<file path="config.mk">
export PLATFORM = sky130hd
export DESIGN_NAME = bram_sample_reader_flat
export DESIGN_NICKNAME = d
export VERILOG_FILES = /design/src/rtl/bram_sample_reader_if.sv /design/src/rtl/bram_sample_reader.sv /design/src/flat_wrapper.sv
export SDC_FILE = /design/constraint.sdc
export NUM_CORES = 1
export LEC_CHECK = 0
export CAP_MARGIN = 20
export CORE_ASPECT_RATIO = 1.5
export CORE_UTILIZATION = 45
export DETAILED_ROUTE_END_ITERATION = 12
export GPL_TIMING_DRIVEN = 0
export PLACE_DENSITY = 0.68
export SYNTH_ARGS = -nofsm -noshare
export SYNTH_HDL_FRONTEND = slang
export SYNTH_SLANG_ARGS = --single-unit
</file>
<file path="constraint.sdc">
create_clock -name i_62clk -period 5.1 [get_ports i_62clk]
set_input_delay 1.02 -clock i_62clk [delete_from_list [all_inputs] [get_ports i_62clk]]
set_output_delay 1.02 -clock i_62clk [all_outputs]
set_load 0.03 [all_outputs]
</file>
<file path="src/rtl/bram_sample_reader_if.sv">
// Handshake and BRAM read-port bundle between the capture-buffer reader and its neighbours.
// The reader takes the slave view; the host/BRAM side takes the master view.
interface bram_sample_reader_if #(
    parameter int ADDR_W   = 14,
    parameter int DATA_W   = 64,
    parameter int SAMPLE_W = 16
);
    logic                i_start;
    logic [ADDR_W-1:0]   i_base_addr;
    logic [ADDR_W:0]     i_word_count;
    logic [ADDR_W-1:0]   o_rdaddress;
    logic                o_rden;
    logic [DATA_W-1:0]   i_q;
    logic [SAMPLE_W-1:0] o_sample;
    logic                o_valid;
    logic                i_ready;
    logic                o_last;
    logic                o_busy;
    logic                o_done;

    modport master (
        output i_start, i_base_addr, i_word_count, i_q, i_ready,
        input  o_rdaddress, o_rden, o_sample, o_valid, o_last, o_busy, o_done
    );

    modport slave (
        input  i_start, i_base_addr, i_word_count, i_q, i_ready,
        output o_rdaddress, o_rden, o_sample, o_valid, o_last, o_busy, o_done
    );
endinterface

</file>
<file path="src/rtl/bram_sample_reader.sv">
// Reads a span of 64-bit capture words from BRAM and streams them out as 16-bit samples.
// A credit counter bounds reads in flight plus buffered words, so backpressure never overflows.
module bram_sample_reader #(
    parameter int ADDR_W     = 14,
    parameter int DATA_W     = 64,
    parameter int SAMPLE_W   = 16,
    parameter int RD_LAT     = 2,
    parameter int FIFO_DEPTH = 4
) (
    input  logic                 i_62clk,
    input  logic                 i_reset,
    bram_sample_reader_if.slave  bus
);
    localparam int LANES  = DATA_W / SAMPLE_W;
    localparam int LANE_W = $clog2(LANES);
    localparam int PTR_W  = $clog2(FIFO_DEPTH);
    localparam int CNT_W  = PTR_W + 1;
    localparam logic [LANE_W-1:0] LAST_LANE = LANE_W'(LANES - 1);

    typedef enum logic [1:0] {IDLE, RUN, DRAIN} state_t;

    state_t              state;
    logic [ADDR_W-1:0]   rdaddress;
    logic                rden;
    logic                busy;
    logic                done;
    logic [ADDR_W:0]     issue_left;
    logic [ADDR_W:0]     pop_left;
    logic [RD_LAT-1:0]   vld_p;
    logic [CNT_W-1:0]    used;
    logic [DATA_W-1:0]   fifo_mem [FIFO_DEPTH];
    logic [PTR_W-1:0]    wr_ptr;
    logic [PTR_W-1:0]    rd_ptr;
    logic [CNT_W-1:0]    fifo_cnt;
    logic [DATA_W-1:0]   hold_word;
    logic [LANE_W-1:0]   lane;
    logic                hold_vld;
    logic                hold_final;

    logic land, hs, at_last_lane, free, final_hs, take, fifo_empty;
    logic load_fifo, load_bypass, fifo_wr, start_ok, issue, grant;

    // Credits cover reads in flight, FIFO words and the word held by the serializer.
    assign land         = vld_p[RD_LAT-1];
    assign hs           = hold_vld & bus.i_ready;
    assign at_last_lane = (lane == LAST_LANE);
    assign free         = hs & at_last_lane;
    assign final_hs     = free & hold_final;
    assign take         = ~hold_vld | free;
    assign fifo_empty   = (fifo_cnt == '0);
    assign load_fifo    = take & ~fifo_empty;
    assign load_bypass  = take & fifo_empty & land;
    assign fifo_wr      = land & ~load_bypass;
    assign start_ok     = (state == IDLE) & bus.i_start;
    assign issue        = (state == RUN) & (issue_left != '0) &
                          ((used < CNT_W'(FIFO_DEPTH)) | free);
    assign grant        = issue | (start_ok & (bus.i_word_count != '0));

    always_ff @(posedge i_62clk) begin
        if (i_reset) begin
            state      <= IDLE;
            rdaddress  <= '0;
            rden       <= 1'b0;
            busy       <= 1'b0;
            done       <= 1'b0;
            issue_left <= '0;
            pop_left   <= '0;
            vld_p      <= '0;
            used       <= '0;
            wr_ptr     <= '0;
            rd_ptr     <= '0;
            fifo_cnt   <= '0;
            lane       <= '0;
            hold_vld   <= 1'b0;
            hold_final <= 1'b0;
        end else begin
            done  <= 1'b0;
            vld_p <= (vld_p << 1) | RD_LAT'(rden);
            used  <= used + CNT_W'(grant) - CNT_W'(free);

            case (state)
                IDLE: begin
                    rden <= 1'b0;
                    if (bus.i_start) begin
                        if (bus.i_word_count != '0) begin
                            state      <= RUN;
                            busy       <= 1'b1;
                            rden       <= 1'b1;
                            rdaddress  <= bus.i_base_addr;
                            issue_left <= bus.i_word_count - 1'b1;
                            pop_left   <= bus.i_word_count;
                        end else begin
                            done <= 1'b1;
                        end
                    end
                end
                RUN: begin
                    rden <= issue;
                    if (issue) begin
                        rdaddress  <= rdaddress + 1'b1;
                        issue_left <= issue_left - 1'b1;
                    end
                    if (issue_left == '0) state <= DRAIN;
                end
                DRAIN:   rden <= 1'b0;
                default: state <= IDLE;
            endcase

            if (final_hs) begin
                state <= IDLE;
                busy  <= 1'b0;
                done  <= 1'b1;
            end

            // BRAM return stage: write the FIFO unless the word goes straight to the serializer.
            if (fifo_wr)   wr_ptr <= wr_ptr + 1'b1;
            if (load_fifo) rd_ptr <= rd_ptr + 1'b1;
            fifo_cnt <= fifo_cnt + CNT_W'(fifo_wr) - CNT_W'(load_fifo);

            // Serializer stage: reload on the lane-3 handshake so a non-empty FIFO never bubbles.
            if (load_fifo | load_bypass) begin
                hold_vld   <= 1'b1;
                lane       <= '0;
                hold_final <= (pop_left == 1);
                pop_left   <= pop_left - 1'b1;
            end else if (hs) begin
                if (at_last_lane) begin
                    hold_vld <= 1'b0;
                    lane     <= '0;
                end else begin
                    lane <= lane + 1'b1;
                end
            end
        end
    end

    always_ff @(posedge i_62clk) begin
        if (fifo_wr) fifo_mem[wr_ptr] <= bus.i_q;
        if (load_fifo)        hold_word <= fifo_mem[rd_ptr];
        else if (load_bypass) hold_word <= bus.i_q;
    end

    assign bus.o_rdaddress = rdaddress;
    assign bus.o_rden      = rden;
    assign bus.o_sample    = hold_vld ? hold_word[lane*SAMPLE_W +: SAMPLE_W] : '0;
    assign bus.o_valid     = hold_vld;
    assign bus.o_last      = hold_vld & at_last_lane & hold_final;
    assign bus.o_busy      = busy;
    assign bus.o_done      = done;
endmodule

</file>
<file path="src/flat_wrapper.sv">
// flat-port wrapper written by rule: the top's interface ports become plain ports
module bram_sample_reader_flat 
#(
    parameter int ADDR_W     = 14,
    parameter int DATA_W     = 64,
    parameter int SAMPLE_W   = 16,
    parameter int RD_LAT     = 2,
    parameter int FIFO_DEPTH = 4
)
  (i_62clk, i_reset, bus_i_start, bus_i_base_addr, bus_i_word_count, bus_i_q, bus_i_ready, bus_o_rdaddress, bus_o_rden, bus_o_sample, bus_o_valid, bus_o_last, bus_o_busy, bus_o_done);
  bram_sample_reader_if #(.ADDR_W(ADDR_W), .DATA_W(DATA_W), .SAMPLE_W(SAMPLE_W)) bus_i ();
  input  logic i_62clk;
  input  logic i_reset;
  input wire logic [$bits(bus_i.i_start)-1:0] bus_i_start;
  input wire logic [$bits(bus_i.i_base_addr)-1:0] bus_i_base_addr;
  input wire logic [$bits(bus_i.i_word_count)-1:0] bus_i_word_count;
  input wire logic [$bits(bus_i.i_q)-1:0] bus_i_q;
  input wire logic [$bits(bus_i.i_ready)-1:0] bus_i_ready;
  output wire logic [$bits(bus_i.o_rdaddress)-1:0] bus_o_rdaddress;
  output wire logic [$bits(bus_i.o_rden)-1:0] bus_o_rden;
  output wire logic [$bits(bus_i.o_sample)-1:0] bus_o_sample;
  output wire logic [$bits(bus_i.o_valid)-1:0] bus_o_valid;
  output wire logic [$bits(bus_i.o_last)-1:0] bus_o_last;
  output wire logic [$bits(bus_i.o_busy)-1:0] bus_o_busy;
  output wire logic [$bits(bus_i.o_done)-1:0] bus_o_done;
  assign bus_i.i_start = bus_i_start;
  assign bus_i.i_base_addr = bus_i_base_addr;
  assign bus_i.i_word_count = bus_i_word_count;
  assign bus_i.i_q = bus_i_q;
  assign bus_i.i_ready = bus_i_ready;
  assign bus_o_rdaddress = bus_i.o_rdaddress;
  assign bus_o_rden = bus_i.o_rden;
  assign bus_o_sample = bus_i.o_sample;
  assign bus_o_valid = bus_i.o_valid;
  assign bus_o_last = bus_i.o_last;
  assign bus_o_busy = bus_i.o_busy;
  assign bus_o_done = bus_i.o_done;
  bram_sample_reader #(.ADDR_W(ADDR_W), .DATA_W(DATA_W), .SAMPLE_W(SAMPLE_W), .RD_LAT(RD_LAT), .FIFO_DEPTH(FIFO_DEPTH)) u_core (.i_62clk(i_62clk), .i_reset(i_reset), .bus(bus_i));
endmodule
</file>
# After elaboration in Yosys (flattened, before gate mapping)
# Memory sizes are Yosys's and may differ from the RTL's. A register that Yosys moved wholly into a read port is not among the register bits.
# Cells that the tools add are included.
[word_totals]
latchBits = 0
mem_bits_rw = 256
elab_cells = 114
ff_bits = 129
mem_count = 1
mem_bits_ro = 0
[op_classes]
n_div = 0
muxes = 34
multipliers = 0
n_bitwise = 22
add_sub_neg = 11
magnitude_cmp = 1
reduce_logical = 20
shift = 1
eq_ne = 8
[mem_list]
columns = ["memory", "words", "word_bits", "rd", "rd_ports_with_merged_regs", "write_ports", "line", "text"]
rows = [
  ["u_core.fifo_mem", 4, 64, 1, 1, 1, "bram_sample_reader.sv:31", "logic [DATA_W-1:0] fifo_mem [FIFO_DEPTH];"],
]
[op_table]
columns = ["op", "count"]
rows = [
  ["$mux 64", 2],
  ["$mux 15", 7],
  ["$shiftx 64x7->16", 1],
  ["$sub 15x1->15 const B", 3],
  ["$mux 14", 3],
  ["$pmux 15 s2", 1],
  ["$reduce_bool 15->1", 2],
  ["$pmux 14 s2", 1],
  ["$mux 16", 1],
  ["$eq 15x1->1 const B", 1],
  ["$logic_not 15->1", 1],
  ["$add 14x1->14 const B", 1],
  ["$reduce_bool 2->1", 7],
  ["$and 1x1->1", 13],
  ["$mux 2", 6],
  ["$mux 1", 11],
  ["$reduce_and 4->1", 2],
  ["$add 2x1->2 const B", 3],
  ["$add 3x1->3", 2],
  ["$ne 2x2->1 const B", 3],
  ["$pmux 2 s3", 1],
  ["$reduce_and 3->1", 2],
  ["$sub 3x1->3", 2],
  ["$eq 2x2->1 const B", 2],
  ["other kinds (12)", 19],
]

# Longest topological paths before layout
# Gate-level depths: netlist of the first run.
[depth]
ltp_word = 9
mapped_depth = 14
depth_no_buf = 11

# Least setup slack after synthesis of the first run
# OpenSTA, ideal clock, no wires.
[synth_timing]
kind = "input -> register"
startpoint = "input bus_i_ready"
endpoint = "memory u_core.fifo_mem[0][0], enable pin"
slack_ns = 1.507
setup_time_ns = 0.429
path_stages = 3
arrival_ns = 3.164
path_cell_list = "a21bo_2 -> a21boi_1 -> and2_1"
[synth_between]
elab_chain_cells = 9
[synth_lines]
columns = ["item", "line", "text"]
rows = [
  ["start: declaration", "flat_wrapper.sv:18", "input wire logic [$bits(bus_i.i_ready)-1:0] bus_i_ready;"],
  ["$and 1x1->1", "bram_sample_reader.sv:45", "assign hs = hold_vld & bus.i_ready;"],
  ["$and 1x1->1", "bram_sample_reader.sv:47", "assign free = hs & at_last_lane;"],
  ["$or 1x1->1", "bram_sample_reader.sv:49", "assign take = ~hold_vld | free;"],
  ["$and 1x1->1 (2 in a row)", "bram_sample_reader.sv:52", "assign load_bypass = take & fifo_empty & land;"],
  ["$not 1->1", "bram_sample_reader.sv:53", "assign fifo_wr = land & ~load_bypass;"],
  ["$and 1x1->1", "bram_sample_reader.sv:53", ""],
  ["named net u_core.fifo_wr", "bram_sample_reader.sv:41", "logic load_fifo, load_bypass, fifo_wr, start_ok, issue, grant;"],
  ["$mux 1", "bram_sample_reader.sv:138", "if (fifo_wr) fifo_mem[wr_ptr] <= bus.i_q;"],
  ["$mux 1 (implied by the code)", "bram_sample_reader.sv:138", ""],
  ["end: declaration", "bram_sample_reader.sv:31", ""],
]
# The timed path passes the listed nets, and every way through them passes these cells.

# Final worst setup path of the first run
[layout_timing]
startpoint = "register u_core.state[1]"
endpoint = "register u_core.issue_left[12]"
[layout_between]
elab_chain_cells = 5
elab_cells_between_ends = 10
classes_between = "eq/ne (4); mux (1); bitwise (2); reduce/logical (3)"
[layout_lines]
columns = ["item", "line", "text"]
rows = [
  ["start: declaration", "bram_sample_reader.sv:22", "state_t state;"],
  ["start signal: assignment", "bram_sample_reader.sv:61", "state <= IDLE;"],
  ["start signal: assignment", "bram_sample_reader.sv:86", "state <= RUN;"],
  ["start signal: assignment", "bram_sample_reader.sv:103", "if (issue_left == '0) state <= DRAIN;"],
  ["$eq 2x1->1", "bram_sample_reader.sv:55, bram_sample_reader.sv:81", ""],
  ["$and 1x1->1 (2 in a row)", "bram_sample_reader.sv:55", "assign issue = (state == RUN) & (issue_left != '0) &"],
  ["$ne 2x1->1 (no line)", "--", ""],
  ["$reduce_and 4->1 (no line)", "--", ""],
  ["end signal: assignment", "bram_sample_reader.sv:90", "issue_left <= bus.i_word_count - 1'b1;"],
  ["end signal: assignment", "bram_sample_reader.sv:101", "issue_left <= issue_left - 1'b1;"],
  ["end: declaration", "bram_sample_reader.sv:27", "logic [ADDR_W:0] issue_left;"],
]
# Several ways; a longest one is shown, not always the timed one.
# A chain may end at the register's enable or synchronous reset.

==> summary.md, run 1 <==
| Metric | Value |
|---|---|
| Vias | 9,612 |
| All-Layer GR Usage | 21.2% |
| Crit path time final | 4.84 ns |
| Hold_buf cts | 0 |
| Via/cell ratio | 5.71 |
| Global route total overflow | 0 |
| Unrepaired setup endpoints after global routing | false |
| Starting Density | 45.7% |
| Worst EP arrival | 5.28 ns |
| Worst reg2reg path startpoint | u_core.state[1] |
| Startpoint types | register |
| Largest net degree at the start of global routing | 71 |
| Critical path endpoint category | register |
| Inserted Clock Buffers | 38 |
| Synth Area in Simple Gates | 6.95% |
| Antenna violations before repair | 3 |
| Routability cong. | 0.904 |
| DRT Pass-1 Iters | 5 |
| Pwr Density | 543 nW/um^2 |
| Number of synthesized flops with an enable pin | 320 |
| Cells after synthesis | 1,002 |
| Vias in the first global route | 9,874 |
| Synth Area in Compound Gates | 5.92% |
| Antenna viol nets, final | 0 |
| I/O pins | 132 |
| Drt drc | 0 |
| CTS tree | done |
| Result of the run | finished clean |
| # nets final | 1,294 |
| Syn Nets | 1,119 |
| Slew margin rel. | 37.6% |
| Drt wl/cell | 22.6 microns |
| Clock sinks | 387 |
| Final setup violation count | 0 |
| H-Tree Depth | 2 |
| Mux cell area share after synthesis | 16.2% |
| Post-Place Cells | 1,615 |
| Yosys warns | 0 |
| Cell Area, Placed | 18,400 sq um |
| FMAX | 207 MHz |
| Die Wd | 158 microns |
| Max Clock Skew | 0.0116 ns |
| Worst-case hold slack | 0.449 ns |
| Synthesized area | 16,400 sq um |
| XOR/XNOR Fraction of Synth Area | 0.535% |
| Combinational family with the most area after synthesis | multiplexers |
| Cell area after layout | 19,600 sq um |
| Die Height | 236 microns |
| Syn_area_per_cell | 16.3 sq um |
| Logic pwr share | 32.9% |
| Ys flop type | edfxtp_1 |
| Fin crit share | 94.8% |
| Clk network pwr share | 26.0% |
| Netlist cell types | 71 |
| Register area share after synthesis | 66.9% |
| Asr flop ratio synth | 0% |
| Share of layout cells above drive strength 1 | 20.0% |
| Clock Latency Late Sink | 0.53 ns |
| Clock root cell | clkbuf_16 |
| Sequential share of power | 41.1% |
| Leak | 0.00631 uW |
| Post-Synth Adder-Cell Area | 1.62% |
| NetSw | 3440 uW |
| Area growth from synthesis to layout | 19.8% |
| R2R Setup Slk | 0.26 ns |
| Max-slew violation total from the final report | 0 |
| # rows | 85 |
| Hold path startpoint | u_core.vld_p[0] |
| Hold Fails Final Rpt | 0 |
| Bufs on Longest Clock Path | 3 |
| WS Path Type | reg -> reg |
| Yosys reg bits | 387 |
| PortBufs | 131 |
| Final HPWL DP | 25,600 microns |
| Core area | 35,800 sq um |
| Non-filler cells, final | 1,684 |
| Max FO, Critical Path | 10 |
| Worst-Margin Slew | 0.936 ns |
| Worst Hold Class | reg -> reg |
| First-pass GRT wire length | 58,200 microns |
| Internal power | 7220 uW |
| Maxcap violations | 0 |
| Clock transition at path regs | 0.06 ns |
| Wirelength, routed | 38,100 microns |
| VDD IR max | 0.000402 V |
| DRT iter0 DRCs | 678 |
| Die area | 37,200 sq um |
| Worst path required time | 5.55 ns |
| Crit path from | u_core.state[1] |
| Sw frac | 32.3% |
==> power groups by stage <==
stage / clock, uW / sequential (uW) / combinational [uW]
6_report: 2770 / 4380 / 3510
5_1_grt: 2940 / 4430 / 3800
4_1_cts: 2820 / 4380 / 3560
3_5_place_dp: 0 / 4440 / 3530
3_3_place_gp: 0 / 4460 / 3470
2_1_floorplan: 0 / 4390 / 2390
==> logic make-up after synthesis <==
kind of cell,count (synthesis)
compound gates,137
xor+xnor,10
fa+ha+maj,20
buf+inv,74
flops,387
mux,157
simple gates,217
==> worst max-delay path, stage by stage (launching register included) <==
cell and delay, ns:
dfxtp_1 0.33, inv_1 0.13, ha_1 0.23, clkbuf_1 0.44, clkbuf_1 0.55, clkbuf_2 0.40
clkbuf_2 0.36, mux2i_1 0.24, ha_1 0.26, nor4bb_1 0.48, o22ai_1 0.32, nor2_1 0.28
o21ai_0 0.20, a2111o_1 0.37, a31oi_1 0.16
==> sequential cells by signal, indices dropped and copies added, names as in the netlist, named ones only <==
register and count:
u_core.vld_p 2, u_core.hold_final 1, u_core.issue_left 15, u_core.bus.o_valid 1, u_core.fifo_cnt 3, u_core.bus.o_rdaddress 14
u_core.wr_ptr 2, u_core.hold_word 64, u_core.rd_ptr 2, u_core.bus.o_done 1, u_core.bus.o_rden 1, u_core.bus.o_busy 1
u_core.pop_left 15, u_core.lane 2, u_core.fifo_mem 256, u_core.used 3, u_core.state 2
==> metrics by stage <==
step           worst slack [ns]  setup TNS [ns]  util, %  power (uW)
6_report                  0.265               0     54.7       10700
5_1_grt                  0.0129               0     54.7       11200
4_1_cts                   0.171               0     54.7       10800
3_5_place_dp             0.0126               0     51.3        7970
3_3_place_gp             -0.470         -113.93     51.0        7930
2_1_floorplan              1.51               0        -        6780
==> placed cells by master, fill, tap and decap left out, drive strengths merged, types with 5 or more instances in the layout <==
cell / count
ha: 18
mux2: 68
edfxtp: 320
o31ai: 5
nor2: 49
nor4: 5
nand3: 16
inv: 26
and2: 24
xnor2: 6
or3: 10
mux4: 80
nand2: 46
nor2b: 9
or2: 5
clkbuf: 77
a22oi: 12
a21oi: 29
clkdlybuf4s50: 131
a211oi: 9
buf: 24
mux2i: 9
o21ai: 16
nor3: 27
a31oi: 12
or4: 11
clkinv: 13
dfxtp: 67
o22ai: 10
==> layer usage <==
metal	vias up	GRT usage, %	wire length (microns)	share of wire, %
li1	4364	-	-	-
met1	4855	25.4	14800	39
met2	309	37.1	19900	52
met3	78	4.07	2160	5.7
met4	6	8.00	1270	3.3
met5	-	0	36	0.094
==> synthesized netlist by cell type, drive strengths merged (5+ instances only) <==
| master | number | share of area [%] |
|---|---|---|
| nor2 | 49 | 1.1 |
| a21oi | 29 | 0.91 |
| nand3 | 16 | 0.49 |
| and2 | 24 | 0.92 |
| mux2i | 9 | 0.55 |
| mux4 | 80 | 11 |
| nor4 | 5 | 0.37 |
| ha | 18 | 1.4 |
| xnor2 | 6 | 0.32 |
| or3 | 10 | 0.38 |
| inv | 23 | 0.53 |
| dfxtp | 67 | 8.2 |
| buf | 20 | 0.63 |
| nor3 | 27 | 0.86 |
| mux2 | 68 | 4.7 |
| nor2b | 9 | 0.34 |
| a22oi | 12 | 0.55 |
| or4 | 11 | 0.53 |
| a211oi | 9 | 0.44 |
| edfxtp | 320 | 59 |
| or2 | 5 | 0.19 |
| o31ai | 5 | 0.23 |
| o22ai | 10 | 0.38 |
| clkbuf | 31 | 0.71 |
| a31oi | 12 | 0.46 |
| o21ai | 16 | 0.58 |
| nand2 | 46 | 1.1 |
==> path summary, 6_finish.rpt <==
kind / depth (start not counted) / endpoint
max: 14 / u_core.issue_left[12]
min: 1 / u_core.vld_p[1]
max reg2reg: 14 / u_core.issue_left[12]
min reg2reg: 1 / u_core.vld_p[1]
==> final cells by class <==
type / count / area [sq um]
clock buffers: 46 / 1000
flip-flops and latches: 387 / 11000
inverters: 23 / 88.8
repair buffers: 135 / 1410
well taps: 478 / 598
clock inverters: 22 / 214
plain buffers: 51 / 223
multi-input cells: 541 / 5130
fillers: 2931 / 16200
diodes: 1 / 2.50
==> repair_timing <==
action,CTS,global route
setup buffers,0,0
endpoints found under the hold margin,0,0
resized for setup,1,2
endpoints found under the setup margin,1,3
Note: power is estimated with default switching activity, not from simulation.
==> run 2: changes to the inputs <==
--- a/config.mk
+++ b/config.mk
@@ -11,6 +11,7 @@
 export DETAILED_ROUTE_END_ITERATION = 12
 export GPL_TIMING_DRIVEN = 0
 export PLACE_DENSITY = 0.68
+export RECOVER_POWER = 50
 export SYNTH_ARGS = -nofsm -noshare
 export SYNTH_HDL_FRONTEND = slang
 export SYNTH_SLANG_ARGS = --single-unit
==> constraint.sdc (replaced) <==
create_clock -name i_62clk -period 5.1 [get_ports i_62clk]
set_input_delay 1.02 -clock i_62clk [delete_from_list [all_inputs] [get_ports i_62clk]]
set_output_delay 1.02 -clock i_62clk [all_outputs]
set_load 0.005 [all_outputs]
==> run 2 against run 1 <==
The flow now finishes with violations (capacitance limit, slew limit). Maximum frequency shrank 0.33%. Cell count is essentially flat. Sequential share of layout area is essentially flat. Register-to-register slack lost 0.02 ns. Worst setup slack lost 0.016 ns. Cell area is essentially flat. Critical path type unchanged.
==> summary.md, run 2 (synthesized netlist as in run 1, its figures left out) <==
| Metric | Value |
|---|---|
| Result of the run | complete, but fails checks |
| Failing checks | capacitance limit, slew limit |
| Wirelength, routed | 38,200 microns (about the same) |
| Crit path time final | 4.85 ns (+0.0159 ns) |
| Worst Hold Class | reg -> reg |
| Hold_buf cts | 0 (unchanged) |
| Die Wd | 158 microns (unchanged) |
| Cell Area, Placed | 18,400 sq um (unchanged) |
| # rows | 85 (unchanged) |
| Max-slew violation total from the final report | 98 (+98) |
| Vias in the first global route | 9,874 (unchanged) |
| Core area | 35,800 sq um (unchanged) |
| Clock Latency Late Sink | 0.53 ns (about the same) |
| Largest net degree at the start of global routing | 71 (unchanged) |
| First-pass GRT wire length | 58,200 microns (unchanged) |
| Cell area after layout | 19,600 sq um (about the same) |
| Sw frac | 31.2% (-1.1 points) |
| NetSw | 3270 uW (-5.0%) |
| Post-Place Cells | 1,615 (unchanged) |
| Power Total | 10,500 uW (-1.7%) |
| DRT iter0 DRCs | 698 (+2.9%) |
| Unrepaired setup endpoints after global routing | false |
| Global route total overflow | 0 (unchanged) |
| Clock transition at path regs | 0.06 ns (about the same) |
| H-Tree Depth | 2 (unchanged) |
| Routability cong. | 0.904 (unchanged) |
| Largest regs | u_core.fifo_mem (256), u_core.hold_word (64) |
| Max FO, Critical Path | 10 (unchanged) |
| Pwr Density | 535 nW/um^2 (-1.6%) |
| Commonest non-fill, non-tap cell in the layout | edfxtp_1 |
| WHS Path Cells | 1 (unchanged) |
| Logic pwr share | 31.6% (-1.3 points) |
| Vias | 9,635 (+0.24%) |
| Worst R2R Path Depth | 14 (unchanged) |
| Critical path endpoint category | register |
| Sequential share of power | 42.0% (+0.9 points) |
| Hold Fails Final Rpt | 0 (unchanged) |
| Non-filler cells, final | 1,685 (+0.059%) |
| Reg with most FFs | u_core.fifo_mem |
| CTS tree | done |
| Commonest non-fill, non-tap cells in the layout | edfxtp_1 (320), dlygate4sd3_1 (84), mux4_2 (80), mux2_2 (68), dfxtp_1 (67) |
| Clock sinks | 387 (unchanged) |
| Worst path required time | 5.55 ns (about the same) |
| Share of layout cells above drive strength 1 | 19.8% (-0.25 points) |
| DRT Pass-1 Iters | 5 (unchanged) |
| Starting Density | 45.7% (unchanged) |
| Drt wl/cell | 22.6 microns (about the same) |
| FMAX | 206 MHz (-0.33%) |
| Final setup violation count | 0 (unchanged) |
| Startpoint types | register |
| Inserted Clock Buffers | 38 (unchanged) |
| All-Layer GR Usage | 21.2% (unchanged) |
| Slew margin rel. | -87.0% (-120 points) |
| Maxcap violations | 2 (+2) |
| Worst EP arrival | 5.30 ns (+0.02 ns) |
| Final HPWL DP | 25,600 microns (unchanged) |
| Drt drc | 0 (unchanged) |
| Clock root cell | clkbuf_16 |
| Die area | 37,200 sq um (unchanged) |
| Area growth from synthesis to layout | 19.7% (about the same) |
| WS Path Type | reg -> reg |
| I/O pins | 132 (unchanged) |
| PortBufs | 131 (unchanged) |
| Leak | 0.00636 uW (+0.81%) |
| Fin crit share | 95.1% (+0.31 points) |
| # nets final | 1,294 (unchanged) |
| Setup TNS | 0 ns (unchanged) |
| Bufs on Longest Clock Path | 3 (unchanged) |
| Max Clock Skew | 0.0111 ns (-0.000491 ns) |
| Antenna viol nets, final | 0 (unchanged) |
| Via/cell ratio | 5.72 (+0.18%) |
| Die Height | 236 microns (unchanged) |
| Max reg flops | 256 (unchanged) |
| Clk network pwr share | 26.4% (+0.4 points) |
| Antenna violations before repair | 7 (+4) |
| VDD IR max | 0.000347 V (-14%) |
| Internal power | 7210 uW (-0.10%) |
| Worst-Margin Slew | 2.81 ns (+1.87 ns) |
## run 2: power groups by stage
stage | registers [uW] | logic, uW | clock network [uW]
after floorplan | 4310 | 2300 | 0
after global placement | 4460 | 3310 | 0
after detailed placement | 4440 | 3360 | 0
after CTS | 4380 | 3390 | 2820
after global routing | 4450 | 3610 | 2940
final | 4400 | 3310 | 2760
## run 2: through the flow
step	hold WS [ns]	utilization, %	worst slack, ns
floorplan	0.414	-	1.51
global placement	0.442	51.0	-0.470
detailed placement	0.439	51.3	0.0126
CTS	0.456	54.7	0.171
global route	0.471	54.7	0.0129
finish	0.449	54.7	0.249
## run 2: layer usage
| layer | share of wire [%] | routed length [microns] | GRT usage (%) | vias to the layer above |
|---|---|---|---|---|
| met3 | 5.7 | 2180 | 4.07 | 81 |
| met5 | 0.21 | 82 | 0 | - |
| met4 | 3.3 | 1260 | 8.00 | 12 |
| li1 | - | - | - | 4362 |
| met1 | 38 | 14700 | 25.4 | 4862 |
| met2 | 52 | 20000 | 37.1 | 318 |
## run 2: what timing repair did
action / in CTS / in global routing
pin swaps: 0 / 0
endpoints found under the setup margin: 1 / 3
gates resized for setup: 1 / 2
setup buffers: 0 / 0
## run 2: layout make-up
type | count | area [sq um]
inverter | 23 | 86.3
sequential | 387 | 11000
antenna | 2 | 5.00
clock buffer | 46 | 1000
multi-input combinational | 541 | 5110
fill | 2933 | 16200
buffer | 51 | 223
tap | 478 | 598
clock inverter | 22 | 214
timing repair buffer | 135 | 1410
## run 2: worst paths after layout
check                  startpoint  slack, ns                    end
setup reg to reg  u_core.state[1]       0.25  u_core.issue_left[12]
hold / removal    u_core.vld_p[0]       0.45        u_core.vld_p[1]
setup / recovery  u_core.state[1]       0.25  u_core.issue_left[12]
hold reg to reg   u_core.vld_p[0]       0.45        u_core.vld_p[1]
## run 2: critical path, stage by stage, from the launching register on
cell	delay [ns]
dfxtp_1	0.33
inv_1	0.13
ha_1	0.23
clkbuf_1	0.44
clkbuf_1	0.55
clkbuf_2	0.40
clkbuf_2	0.37
mux2i_1	0.25
ha_1	0.26
nor4bb_1	0.48
o22ai_1	0.32
nor2_1	0.28
o21ai_0	0.20
a2111o_1	0.37
a31oi_1	0.16
==> run 3: changes to the inputs <==
==> constraint.sdc (replaced) <==
create_clock -name i_62clk -period 5.1 [get_ports i_62clk]
set_input_delay 1.02 -clock i_62clk [delete_from_list [all_inputs] [get_ports i_62clk]]
set_output_delay 1.02 -clock i_62clk [all_outputs]
set_load 0.05 [all_outputs]
==> run 3 against run 2 <==
Combinational power grew 9.4%. Worst setup slack better by 0.0034 ns. Highest routed layer unchanged. Clock power is essentially flat. Cell count unchanged. Non-clock buffer count unchanged. Critical endpoint unchanged. The flow still finishes with violations (capacitance limit, slew limit).
==> summary.md, run 3 (synthesized netlist as in run 1, its figures left out) <==
| Metric | Value |
|---|---|
| Result of the run | complete, but fails checks |
| Failing checks | capacitance limit, slew limit |
| Post-Place Cells | 1,615 (unchanged) |
| H-Tree Depth | 2 (unchanged) |
| DRT Pass-1 Iters | 5 (unchanged) |
| Vias | 9,639 (+0.042%) |
| Max FO, Critical Path | 10 (unchanged) |
| Leak | 0.00633 uW (-0.51%) |
| Worst EP arrival | 5.29 ns (about the same) |
| CTS tree | done |
| Final HPWL DP | 25,600 microns (unchanged) |
| Inserted Clock Buffers | 38 (unchanged) |
| Hold_buf cts | 0 (unchanged) |
| Slew margin rel. | -87.3% (-0.23 points) |
| Commonest non-fill, non-tap cell in the layout | edfxtp_1 |
| Max reg flops | 256 (unchanged) |
| Clock root cell | clkbuf_16 |
| Worst path required time | 5.55 ns (about the same) |
| First-pass GRT wire length | 58,200 microns (unchanged) |
| Max incr delay on CP | 0.56 ns (about the same) |
| Die area | 37,200 sq um (unchanged) |
| Non-filler cells, final | 1,685 (unchanged) |
| Hold Fails Final Rpt | 0 (unchanged) |
| Starting Density | 45.7% (unchanged) |
| Cell Area, Placed | 18,400 sq um (unchanged) |
| Crit path time final | 4.85 ns (-0.00338 ns) |
| Largest net degree at the start of global routing | 71 (unchanged) |
| # nets final | 1,294 (unchanged) |
| Worst Hold Class | reg -> reg |
| Wirelength, routed | 38,200 microns (+0.15%) |
| Worst setup margin | 0.252 ns (+0.00338 ns) |
| Max Clock Skew | 0.0117 ns (+0.000586 ns) |
| Power Total | 10,800 uW (+2.9%) |
| Bufs on Longest Clock Path | 3 (unchanged) |
| Maxcap violations | 5 (+3) |
| Largest regs | u_core.fifo_mem (256), u_core.hold_word (64) |
| Routability cong. | 0.904 (unchanged) |
| Fin crit share | 95.1% (about the same) |
| Clock Latency Late Sink | 0.53 ns (about the same) |
| Critical path endpoint category | register |
| Hold endpoint | u_core.vld_p[1] |
| FMAX | 206 MHz (about the same) |
| Hold path startpoint | u_core.vld_p[0] |
| FF-to-FF End | u_core.issue_left[12] |
| CP Buf/Inv Count | 5 (unchanged) |
| Slowest stage cell, crit path | clkbuf_1 |
| Die Height | 236 microns (unchanged) |
| VDD IR max | 0.000447 V (+29%) |
| R2R Setup Slk | 0.25 ns (about the same) |
| Pwr Density | 551 nW/um^2 (+3.0%) |
| Worst path cell trace | inv_1 -> ha_1 -> clkbuf_1 -> clkbuf_1 -> clkbuf_2 -> clkbuf_2 -> mux2i_1 -> ha_1 -> nor4bb_1 -> o22ai_1 -> nor2_1 -> o21ai_0 -> a2111o_1 -> a31oi_1 |
| Reg with most FFs | u_core.fifo_mem |
| Worst R2R Path Depth | 14 (unchanged) |
| Startpoint types | register |
| Clock transition at path regs | 0.06 ns (about the same) |
| I/O pins | 132 (unchanged) |
| Vias in the first global route | 9,874 (unchanged) |
| Cell area after layout | 19,600 sq um (about the same) |
| Worst reg2reg path startpoint | u_core.state[1] |
| Antenna violations before repair | 7 (unchanged) |
| Worst-Margin Slew | 2.81 ns (+0.00347 ns) |
| Unrepaired setup endpoints after global routing | false |
| Share of layout cells above drive strength 1 | 19.5% (-0.25 points) |
| Commonest non-fill, non-tap cells in the layout | edfxtp_1 (320), mux4_2 (80), dlygate4sd3_1 (74), mux2_2 (68), dfxtp_1 (67) |
| Die Wd | 158 microns (unchanged) |
| Final setup violation count | 0 (unchanged) |
| Delay-heaviest family, CP | buffers and inverters |
| Area growth from synthesis to layout | 19.6% (about the same) |
| Max-slew violation total from the final report | 192 (+96%) |
| Drt wl/cell | 22.7 microns (+0.15%) |
| All-Layer GR Usage | 21.2% (unchanged) |
| Drt drc | 0 (unchanged) |
| DRT iter0 DRCs | 690 (-1.1%) |
| Via/cell ratio | 5.72 (about the same) |
| Global route total overflow | 0 (unchanged) |
| Core area | 35,800 sq um (unchanged) |
| WS Path Type | reg -> reg |
| Antenna viol nets, final | 0 (unchanged) |
| Setup TNS | 0 ns (unchanged) |
| Dpl ws | 0.0126 ns (unchanged) |
| PortBufs | 131 (unchanged) |
| Clock sinks | 387 (unchanged) |
| # rows | 85 (unchanged) |
| WHS Path Cells | 1 (unchanged) |
## run 3: final cells by class
class                      instances  area (sq um)
clock inverter                    22           214
multi-input combinational        541          5100
clock buffer                      46          1000
buffer                            51           223
sequential                       387         11000
timing repair buffer             135          1410
antenna                            2          5.00
inverter                          23          86.3
tap                              478           598
fill                            2936         16300
## run 3: power by group
group	switching, uW	total, uW	internal [uW]
combinational	2080	3620	1530
clock	1160	2770	1610
sequential	322	4400	4080
total	3570	10800	7220
## run 3: worst max path at each step
| stage | from | endpoint | slack (ns) | cells past startpoint |
|---|---|---|---|---|
| 2_1_floorplan | bus_i_ready | u_core.fifo_mem[0][0] | 1.51 | 3 |
| 3_3_place_gp | bus_i_ready | u_core.fifo_mem[0][43] | -0.47 | 4 |
| 3_5_place_dp | u_core.state[1] | u_core.issue_left[12] | 0.01 | 14 |
| 4_1_cts | u_core.state[1] | u_core.issue_left[12] | 0.17 | 14 |
| 5_1_grt | u_core.state[1] | u_core.issue_left[12] | 0.01 | 14 |
| 6_report | u_core.state[1] | u_core.issue_left[12] | 0.25 | 14 |
## run 3: layer usage
layer  GRT usage (%)  vias to the layer above  routed length [microns]
met1            25.4                     4870                    14600
met5               0                        -                       83
li1                -                     4354                        -
met3            4.07                       80                     2230
met4            8.00                       12                     1250
met2            37.1                      323                    20100
## run 3: timing repair
item,4_1_cts,5_1_grt
resized for setup,1,2
endpoints found under the setup margin,1,3
setup buffers,0,0
## run 3: per-stage QoR
step | hold slack [ns] | utilization, %
2_1_floorplan | 0.414 | -
3_3_place_gp | 0.442 | 51.0
3_5_place_dp | 0.439 | 51.3
4_1_cts | 0.456 | 54.7
5_1_grt | 0.471 | 54.6
6_report | 0.449 | 54.7
